### src/rtl/sort_pkg.sv
// Shared types and constants for the bitonic sorter stages.
package sort_pkg;

  localparam int unsigned DefWidth = 8;
  localparam int unsigned DefIndex = 8;
  localparam int unsigned MaxWidth = 64;

  typedef enum logic {FILL, EMIT} state_e;

  // All-ones pad word of the requested width. It sorts to the high end of any pair.
  function automatic logic [MaxWidth-1:0] pad_word(input int unsigned w);
    logic [MaxWidth-1:0] v;
    v = '0;
    for (int unsigned i = 0; i < MaxWidth; i++) begin
      if (i < w) v[i] = 1'b1;
    end
    return v;
  endfunction

endpackage

### src/rtl/max_min_2.sv
// Two-input unsigned compare-swap. When up is set, o_x takes the min; otherwise o_x takes the max.
module max_min_2 #(
  parameter int unsigned width = 8,
  parameter bit          up    = 1'b1
) (
  input  logic [width-1:0] i_a,
  input  logic [width-1:0] i_b,
  output logic [width-1:0] o_x,
  output logic [width-1:0] o_y
);

  logic w_swap;

  // Equal values never swap, so they pass through unchanged.
  assign w_swap = up ? (i_a > i_b) : (i_a < i_b);
  assign o_x    = w_swap ? i_b : i_a;
  assign o_y    = w_swap ? i_a : i_b;

endmodule

### src/rtl/step1_loader.sv
// Bitonic sorter stage 1: gathers a serial stream into padded frames and sorts each pair
// in alternating direction. The result is a bitonic sequence in every group of four.
module step1_loader
  import sort_pkg::*;
#(
  parameter int unsigned width = DefWidth,
  parameter int unsigned index = DefIndex
) (
  input  logic                             clk,
  input  logic                             rst,
  input  logic                             in_valid,
  output logic                             in_ready,
  input  logic [width-1:0]                 in_data,
  input  logic                             in_last,
  output logic [0:index-1][width-1:0]      step1_data,
  output logic                             frame_valid,
  output logic [$clog2(index+1)-1:0]       pad_count
);

  localparam int unsigned CntW = $clog2(index);
  localparam int unsigned PcW  = $clog2(index + 1);
  localparam logic [width-1:0] PAD = width'(pad_word(width));

  state_e                        r_state;
  logic   [CntW-1:0]             r_count;
  logic   [PcW-1:0]              r_pad;
  logic   [0:index-1][width-1:0] r_buf;
  logic   [0:index-1][width-1:0] w_sorted;
  logic                          w_accept;
  logic                          w_close;

  assign in_ready = rst && (r_state == FILL);
  assign w_accept = in_valid && in_ready;
  assign w_close  = w_accept && (in_last || (r_count == CntW'(index - 1)));

  for (genvar k = 0; k < index / 2; k++) begin : g_pair
    max_min_2 #(
      .width (width),
      .up    ((k % 2) == 0)
    ) u_mm (
      .i_a (r_buf[2*k]),
      .i_b (r_buf[2*k+1]),
      .o_x (w_sorted[2*k]),
      .o_y (w_sorted[2*k+1])
    );
  end

  always_ff @(posedge clk or negedge rst) begin
    if (!rst) begin
      r_state     <= FILL;
      r_count     <= '0;
      r_pad       <= '0;
      r_buf       <= '0;
      step1_data  <= '0;
      frame_valid <= 1'b0;
      pad_count   <= '0;
    end else begin
      frame_valid <= 1'b0;
      unique case (r_state)
        FILL: begin
          if (w_accept) begin
            // Slots past the closing element are padded on the same edge.
            for (int unsigned i = 0; i < index; i++) begin
              if (CntW'(i) == r_count) begin
                r_buf[i] <= in_data;
              end else if (w_close && (CntW'(i) > r_count)) begin
                r_buf[i] <= PAD;
              end
            end
            r_count <= r_count + CntW'(1);
            if (w_close) begin
              r_pad   <= PcW'(index - 1) - PcW'(r_count);
              r_state <= EMIT;
            end
          end
        end
        EMIT: begin
          step1_data  <= w_sorted;
          frame_valid <= 1'b1;
          pad_count   <= r_pad;
          r_count     <= '0;
          r_state     <= FILL;
        end
        default: r_state <= FILL;
      endcase
    end
  end

endmodule

### config.mk
export PLATFORM = sky130hd
export DESIGN_NAME = step1_loader
export DESIGN_NICKNAME = d
export VERILOG_FILES = /design/src/rtl/sort_pkg.sv /design/src/rtl/max_min_2.sv /design/src/rtl/step1_loader.sv
export SDC_FILE = /design/constraint.sdc
export NUM_CORES = 1
export LEC_CHECK = 0
export BUFFER_PORTS_ARGS = -buffer_cell sky130_fd_sc_hd__buf_2
export CAP_MARGIN = 10
export CORE_UTILIZATION = 47
export CTS_BUF_LIST = sky130_fd_sc_hd__clkbuf_8
export DETAILED_ROUTE_END_ITERATION = 10
export PLACE_DENSITY = 0.66
export SYNTH_ARGS = -nofsm -noshare
export SYNTH_HDL_FRONTEND = slang
export SYNTH_HIERARCHICAL = 1
export SYNTH_SLANG_ARGS = --single-unit
### constraint.sdc
create_clock -name clk -period 7.7 [get_ports clk]
set_clock_uncertainty 0.1 [all_clocks]
set_input_delay 0.77 -clock clk [delete_from_list [all_inputs] [get_ports clk]]
set_output_delay 0.77 -clock clk [all_outputs]
set_load 0.005 [all_outputs]
* Yosys cells after proc, flatten, opt, wreduce, memory -nomap -nowiden
Cells that the tools add are included.
** Operators by class
- Add/subtract/negate cells :: 2
- Multipliers :: 0
- Div/mod/pow operators :: 0
- Order comparisons :: 12
- Equal/unequal tests :: 9
- Shift operators :: 0
- Multiplexer cells :: 30
- Bitwise logic cells :: 1
- Reductions and logical operators :: 30
** Operators by type and width (count)
- 8-bit two-way mux :: 24
- 3-bit AND reduction :: 9
- 8-bit greater-than comparator :: 2
- 8-bit < comparator :: 2
- 2-bit nonzero test :: 8
- 3-bit equality test, first input constant :: 4
- 3-bit greater-than comparator, first input constant :: 4
- 1-bit logical AND :: 11
- 2-bit by 3-bit equality test with 1-bit output, first input constant :: 2
- 1-bit by 3-bit greater-than comparator with 1-bit output, first input constant :: 2
- 2-bit by 3-bit greater-than comparator with 1-bit output, first input constant :: 2
- 3-bit one-hot mux with 2 select lines :: 1
- 3-bit by 3-bit subtractor with 4-bit output, first input constant :: 1
- 3-bit by 1-bit adder with 3-bit output, second input constant :: 1
- 1-bit by 3-bit equality test with 1-bit output, first input constant :: 1
- 3-bit equality test, second input constant :: 1
- 3-bit logical NOT :: 1
- 1-bit two-way mux :: 3
- 3-bit two-way mux :: 1
- 2-bit != test, second input constant :: 1
- 1-bit one-hot mux with 2 select lines :: 1
- 1-bit logical OR :: 1
- 1-bit NOT :: 1
** Storage, ports and cells
- Register bits :: 141
- Bits in latches :: 0
- Bits in writable memories :: 0
- Memory bits (read-only) :: 0
- Bits of input ports :: 12
- Output and inout port bits :: 70
- Logic and storage cells :: 105
- Memories :: 0

* Logic depth before layout (Yosys ltp)
Gate-level depths: netlist of run 1.
- Depth in word-level cells :: 7
- Gate-level depth with buffers :: 9
- Mapped depth without buffers :: 8

* By module
The synthesis of run 1 kept the hierarchy.
** Modules (own cells, without submodules)
- step1_loader :: instances 1, cells each 403, area an instance 5497.8 um^2, sequential area each 3478.3 um^2
- max_min_2 (g_pair[0].u_mm ...) :: instances 2, cells each 44, area an instance 476.7 um^2, sequential area each 0.0 um^2
- max_min_2 (g_pair[1].u_mm ...) :: instances 2, cells each 41, area an instance 425.4 um^2, sequential area each 0.0 um^2

* Worst setup path after synthesis of run 1
No wires, ideal clock.
- Path type :: register to register
- Start :: register r_buf[9] (netlist name)
- End :: register step1_data[0] (netlist name)
- Setup time :: 0.125 ns
- Arrival time :: 2.198 ns
- Required time :: 7.475 ns
- Slack :: 5.277 ns
- Cell stages (with the launch flop) :: 7
- Path buffers :: 1
- Period minus slack after synthesis :: 2.423 ns
- Path through :: dfrtp_1 -> ha_1 -> a2111o_1 -> a211oi_4 -> buf_12 -> mux2_4 -> mux2_2
** RTL lines
- start: declaration :: RTL line step1_loader.sv:27 : logic [0:index-1][width-1:0] r_buf;
- start signal: indexed assignment :: RTL line step1_loader.sv:65 : r_buf[i] <= in_data;
- end signal: assignment :: RTL line step1_loader.sv:78 : step1_data <= w_sorted;
- end: declaration :: RTL line step1_loader.sv:15 : output logic [0:index-1][width-1:0] step1_data,

* Worst setup path in the final report of run 1
- Start :: register r_state
- End :: output port in_ready
** Between the ends
- Longest elaborated chain between the ends :: 2
** RTL lines
- start: declaration :: RTL line step1_loader.sv:24 : state_e r_state;
- start signal: assignment :: RTL line step1_loader.sv:50 : r_state <= FILL;
- start signal: assignment :: RTL line step1_loader.sv:73 : r_state <= EMIT;
- start signal: assignment :: RTL line step1_loader.sv:82 : r_state <= FILL;
- 1-bit NOT (no source line)
- 1-bit logical AND :: RTL line step1_loader.sv:32 : assign in_ready = rst && (r_state == FILL);
- end: declaration :: RTL line step1_loader.sv:12 : output logic in_ready,
Every way passes these cells.

==> results of run 1 <==
## placed cells by master (no fill, tap or decap), types with 4 or more instances in the layout
cell type	n
dfrtp_1	138
mux2_2	91
buf_2	79
inv_1	40
o22a_1	40
mux2_4	40
ha_1	34
clkbuf_8	21
a21oi_1	19
o21ai_0	16
nor3_1	16
nand3_1	13
nor2_1	13
nand2_1	10
a211oi_1	10
a2bb2oi_1	9
a31oi_1	8
nand4_1	4
## cell families after synthesis
group                    after synthesis
AND/OR/NAND/NOR                       76
adder cells (fa/ha/maj)               34
multiplexers                         131
buffers and inverters                 70
XOR/XNOR                               1
other                                  1
flip-flops                           139
AO/OA/AOI/OAI                        121
## metal layers
layer	part of all wire	vias up	GRT usage
met5	0.00065	-	0
met4	0.011	2	0.0815
met3	0.046	15	0.0439
met2	0.50	114	0.337
met1	0.44	2394	0.270
li1	-	2231	-
## flip-flops by register name, indices dropped and copies added, names as in the netlist
name         flops
r_buf           64
r_state          1
r_count          3
r_pad            3
frame_valid      1
step1_data      64
pad_count        3
## final cells by class
cell class | instances | area share
multi-input combinational | 364 | 0.429
clock buffer | 21 | 0.0358
tap | 188 | 0.0291
inverter | 35 | 0.0163
timing repair buffer | 82 | 0.0522
sequential | 139 | 0.431
clock inverter | 8 | 0.00712
## path summary, 6_finish.rpt
check / startpoint / endpoint / slack [ns] / depth (start not counted)
min in group clk: step1_data[11] / step1_data[11] / 0.40 / 1
worst max register to register: r_buf[9] / step1_data[9] / 4.83 / 5
worst max-delay path: r_state / in_ready / 4.64 / 3
max in group asynchronous: rst / r_buf[15] / 5.81 / 2
worst min register to register: step1_data[11] / step1_data[11] / 0.40 / 1
worst min-delay path: rst / step1_data[17] / 0.18 / 1
## cell usage after synthesis, drive strengths merged (2+ instances only)
| master | n |
|---|---|
| dfrtp | 139 |
| mux2 | 131 |
| o22a | 40 |
| inv | 35 |
| ha | 34 |
| buf | 32 |
| a21oi | 22 |
| o21ai | 18 |
| nor3 | 16 |
| nor2 | 14 |
| a211oi | 13 |
| nand3 | 13 |
| nand2 | 11 |
| a2bb2oi | 9 |
| a31oi | 8 |
| nand4 | 6 |
| nor2b | 4 |
| clkbuf | 3 |
| a2111o | 2 |
| and2 | 2 |
| nand2b | 2 |
| nand3b | 2 |
| o211ai | 2 |
| o22ai | 2 |
| or2 | 2 |
## per-stage QoR
stage	area (um2)	std cells	util	hold WS [ns]
2_1_floorplan	7300	573	-	0.314
3_3_place_gp	7730	808	0.509	0.386
3_5_place_dp	7730	808	0.509	0.390
4_1_cts	8080	837	0.532	0.187
5_1_grt	8080	837	0.532	0.213
6_report	8080	837	0.532	0.182
## power breakdown
| group | leakage [nW] | total (mW) | internal (mW) | switching (mW) |
|---|---|---|---|---|
| clock | 0.201 | 0.538 | 0.277 | 0.261 |
| sequential | 1.44 | 1.23 | 0.990 | 0.238 |
| combinational | 1.84 | 1.54 | 0.859 | 0.679 |
==> impl_metrics.csv, run 1 <==
group,metric,value,unit
power_and_ir_drop,power.leakage,3.48,nW
power_and_ir_drop,fin_total_pwr,3.30,mW
sta,worst_slack,4.64,ns
synth,synth-async-reset-ratio,1.00,
synth,syn_nets,619,
hold_path,hp-class,"input port to asynchronous set/reset pin",
detailed_routing,vias_per_cell,5.68,
floorplan,core_area,15200,um2
synth,synth_fa_ha_area_frac,0.0583,
synth,synth_area,7300,um2
clocking,max-clock-path-buffers,2,
sta,period_needed,3.06,ns
synth,synth_flop_cell,"dfrtp_1",
layout,regArea,3480,um2
clocking,hold_buffers,0,
setup_path,critPathLaunchType,"flip-flop",
sta,setup_tns,0,ns
status,status,"complete, no violations",
layout,area_growth,10.7,%
detailed_routing,drt_iter0_drc,297,
sta,timing.final.crit_share,0.397,
floorplan,row_count,45,
synth,synth_top_area_share,0.476,
clocking,root_buffer,"clkbuf_8",
power_and_ir_drop,ir_drop,254,uV
floorplan,io_pins,82,
synth,yosys_warnings,6,
synth,yosys-mux-area-fraction,0.223,
layout,multiInputGateArea,3470,um2
setup_path,cp.arrival,2.19,ns
clocking,cts_tree,"done",
floorplan,start_util,0.480,
setup_path,crit_chain,"buf_4 > nor2b_1 > buf_2",
synth,synthSimpleGateAreaFrac,0.0583,
place,port-buffer-count,80,
place,gp_congestion,0.847,
detailed_routing,drc_errors,0,
synth,synth.ff_latch_count,139,
detailed_routing,first_pass_iters,4,
layout,fillers,1313,
setup_path,crit_required,6.83,ns
synth,ys_seq_area_frac,0.476,
floorplan,chipHeight,127,um
global_route,grt_pass1_wl,25500,um
sta,max_freq,327,MHz
sta,slew_headroom,0.285,
clocking,cts.reportedPaths.clkPinSlew,0.07,ns
synth,synth_top_family_by_area,"multiplexers",
synth,synthTopCellsByArea,"dfrtp_1, mux2_2, mux2_4, ha_1, o22a_1",
detailed_routing,drt_wl_total,15400,um
global_route,grt_pass1_vias,4850,
setup_path,timing.critical_path.buf_inv,2,
setup_path,path_class,"flip-flop to output pin",
layout,nNetsFinal,685,
global_route,antenna_found_initial,1,
sta,hold_viol_final,0,
sta,tightestPinTransition,1.07,ns
setup_path,cp_top_family,"flip-flops",
place,dp_slack,4.77,ns
synth,synth_top_area_cell,"dfrtp_1",
floorplan,die_area,16000,um2
sta,rsz0062_at_grt,"no",
clocking,cts_setup_buffers,0,
detailed_routing,ant_nets,0,
global_route,grt_max_degree,85,
setup_path,crit_slowest_cell,"dfrtp_2",
detailed_routing,routedWlPerCell,18.4,um
synth,synth_xor_area_frac,0.00120,
layout,antenna_cells,0,
synth,synth-edff-count,0,
sta,setup_viol,0,
floorplan,die_w,127,um
clocking,cts_htree_levels,4,
setup_path,slowest_delay,0.85,ns
synth,synth_compound_area_frac,0.134,
setup_path,cp_max_fo,46,
synth,syn_inst,573,
global_route,grt_use_total,0.207,
layout,drive_gt1_frac,0.399,
clocking,clock_latency,0.45,ns
sta,slew_violations,0,
synth,synth_cell_types,48,
clocking,cts_sinks,139,
clocking,post_cts_resized,0,
synth,avgSynthCellArea,12.7,um2
place,dp_hpwl,10200,um
flow_run,cap_viol_max_count,0,
power_and_ir_drop,power_density,409,nW/um2
clocking,cts_buffers,17,
detailed_routing,vias,4756,
setup_path,critPathCaptureType,"output pin",
global_route,overflow,0,
Note: power is estimated with default switching activity, not from simulation.
==> run 2: changes to the inputs <==
Settings changed: ABC_AREA set to 1, PLACE_DENSITY 0.66 to 0.69.
Clock period 7.7 ns to 2.8 ns, I/O delays scaled along.
==> run 2 against run 1 <==
Net effect:
- count of clock-buffer cells in the layout is 1 lower
- cell count increased by 58%
- setup slack worse by 4.1 ns
- area after synthesis increased by 6.2%
- wire length up 12%
- global-route usage grew 1.1 points
- clock power rose to 3.4 times the previous value
- total power rose to 3.0 times the previous value
- die area up 6.1%
- sequential power rose to 3.0 times the previous value
- critical path type is now flip-flop to flip-flop
- largest power group unchanged
==> impl_metrics.csv, run 2 <==
group,metric,value,unit
synth,syn_nets,1058,
power_and_ir_drop,seqPwrFrac,0.370,
floorplan,io_pins,82,
global_route,grt_pass1_vias,5849,
setup_path,critPathLaunchType,"flip-flop",
setup_path,r2r_end,"r_buf[34]",
clocking,hold_buffers,9,
hold_path,hp-class,"input port to flip-flop",
global_route,grt_pass1_wl,28500,um
layout,nNetsFinal,1138,
synth,yosys_warnings,6,
detailed_routing,drt_iter0_drc,425,
power_and_ir_drop,p_sw_frac,0.427,
floorplan,start_util,0.485,
status,status,"complete, no violations",
detailed_routing,vias_per_cell,4.92,
synth,synth.ff_latch_count,139,
detailed_routing,drc_errors,0,
hold_path,hold_path_end,"r_state",
layout,reg.largest.list,"r_buf: 64 flops, step1_data: 64 flops",
sta,hold_viol_final,0,
synth,synth_flop_cell,"dfrtp_1",
clocking,post_cts_resized,0,
detailed_routing,drt_wl_total,17300,um
detailed_routing,first_pass_iters,5,
place,dp_hpwl,11600,um
synth,synthTopCellsByArea,"dfrtp_1, nand2_1, nand3_1, ha_1, nand2_2",
setup_path,slowest_delay,0.52,ns
global_route,grt_max_degree,140,
synth,synth_top_area_cell,"dfrtp_1",
layout,area_growth,13.0,%
power_and_ir_drop,power.internal,5.63,mW
sta,slew_violations,0,
clocking,cts_tree,"done",
layout,antenna_cells,0,
detailed_routing,vias,6495,
setup_path,crit_slowest_cell,"a21oi_1",
hold_path,worstHoldStart,"in_valid",
synth,syn_inst,1012,
power_and_ir_drop,power_frac_comb,0.445,
setup_path,path_class,"flip-flop to flip-flop",
detailed_routing,routedWlPerCell,13.1,um
setup_path,crit_required,3.09,ns
sta,setup_tns,0,ns
clocking,max-clock-path-buffers,2,
synth,ys_seq_area_frac,0.449,
setup_path,timing.critical_path.buf_inv,0,
layout,fin_cells,1321,
clocking,clock_latency,0.46,ns
flow_run,cap_viol_max_count,0,
power_and_ir_drop,power.leakage,4.94,nW
setup_path,reg2reg_depth,7,
floorplan,die_area,17000,um2
sta,rsz0062_at_grt,"no",
place,placed_cells,1280,
synth,synth_cell_types,29,
place,gp_congestion,0.828,
floorplan,die_w,130,um
layout,final_cell_area,8760,um2
clocking,cts_sinks,139,
global_route,antenna_found_initial,0,
setup_path,r2r_slack,0.55,ns
layout,fillers,1566,
sta,timing.final.crit_share,0.802,
synth,synth-async-reset-ratio,1.00,
global_route,grt_use_total,0.218,
sta,setup_viol,0,
synth,synth-edff-count,0,
clocking,cts.reportedPaths.clkPinSlew,0.08,ns
floorplan,row_count,46,
setup_path,cp_max_fo,18,
synth,avgSynthCellArea,7.66,um2
global_route,overflow,0,
setup_path,cp.depth,7,
sta,tightestPinTransition,0.730,ns
hold_path,hold_path_depth,3,
synth,synth_common_cells,"nand2_1, dfrtp_1, nand3_1",
floorplan,chipHeight,130,um
detailed_routing,ant_nets,0,
clocking,cts_htree_levels,4,
setup_path,critPathCaptureType,"flip-flop",
sta,whs,0.127,ns
setup_path,cp_top_family,"simple AND/OR/NAND/NOR gates",
power_and_ir_drop,switchingPower,4.21,mW
power_and_ir_drop,pwr-share-clk,0.185,
layout,drive_gt1_frac,0.192,
clocking,root_buffer,"clkbuf_8",
setup_path,cp.arrival,2.53,ns
setup_path,reg2reg_from,"r_count[1]",
floorplan,core_area,16000,um2
clocking,cts_buffers,17,
sta,max_freq,445,MHz
power_and_ir_drop,ir_drop,439,uV
power_and_ir_drop,fin_total_pwr,9.84,mW
place,port-buffer-count,80,
power_and_ir_drop,power_density,1120,nW/um2
clocking,cts_setup_buffers,0,
sta,period_needed,2.25,ns
place,place_area,8230,um2
synth,synth_area,7750,um2
layout,final_cell_mix,"nand2_1, dfrtp_1, nand3_1",
synth,synth_top_area_share,0.449,
sta,slew_headroom,0.513,
setup_path,crit_chain,"ha_1 > ha_1 > nor2_1 > nor2_8 > a21oi_1 > nand2_1 > nand2_1",
layout,layout_commonest_cell,"nand2_1",
synth,synthMostInstantiatedCell,"nand2_1",
## run 2: power by group through the flow
stage	logic, mW	registers [mW]	clock network, mW
after detailed placement	4.39	3.67	0
after global routing	5.13	3.76	1.94
after CTS	4.44	3.64	1.85
after floorplan	3.66	3.49	0
after global placement	4.30	3.66	0
final	4.38	3.64	1.82
## run 2: worst max-delay path by stage
stage / slack, ns / startpoint / end
floorplan: 0.90 / r_count[1] / r_buf[32]
global placement: 0.65 / r_count[1] / r_buf[39]
detailed placement: 0.58 / r_count[1] / r_buf[34]
CTS: 0.56 / r_count[1] / r_buf[34]
global route: 0.37 / r_count[1] / r_buf[34]
finish: 0.55 / r_count[1] / r_buf[34]
## run 2: metal layers
layer | up-vias | global-route usage | part of all wire
li1 | 3320 | - | -
met1 | 3026 | 0.286 | 0.47
met2 | 131 | 0.357 | 0.48
met3 | 18 | 0.0375 | 0.035
met4 | 0 | 0.0892 | 0.016
met5 | - | 0 | 0
## run 2: metrics by stage
stage | util | setup WS, ns
floorplan | - | 0.901
global placement | 0.514 | 0.649
detailed placement | 0.514 | 0.584
CTS | 0.548 | 0.558
global route | 0.548 | 0.369
finish | 0.548 | 0.555
## run 2: kinds of logic (layout without fill, tap and decap cells)
kind of cell | after synthesis | in the layout | synth area share
AOI/OAI and AO/OA | 32 | 32 | 0.0224
adders and majority gates | 34 | 34 | 0.0549
buffers and inverters | 96 | 189 | 0.0631
DFF | 139 | 139 | 0.449
other | 1 | 1 | 0.000484
and+or+nand+nor | 710 | 710 | 0.410
## run 2: cell type report
cell class              instances  area (um2)  area share
clock buffers                  20         275      0.0314
well taps                     216         270      0.0308
multi-input cells             777        3780       0.432
repair buffers                 93         539      0.0616
flip-flops and latches        139        3480       0.397
inverters                      64         243      0.0277
clock inverters                12         169      0.0193
## run 2: tightest hold or removal path, stage by stage
cell and delay (ns):
buf_2 0.11, nand3_4 0.15, nor2_8 0.09
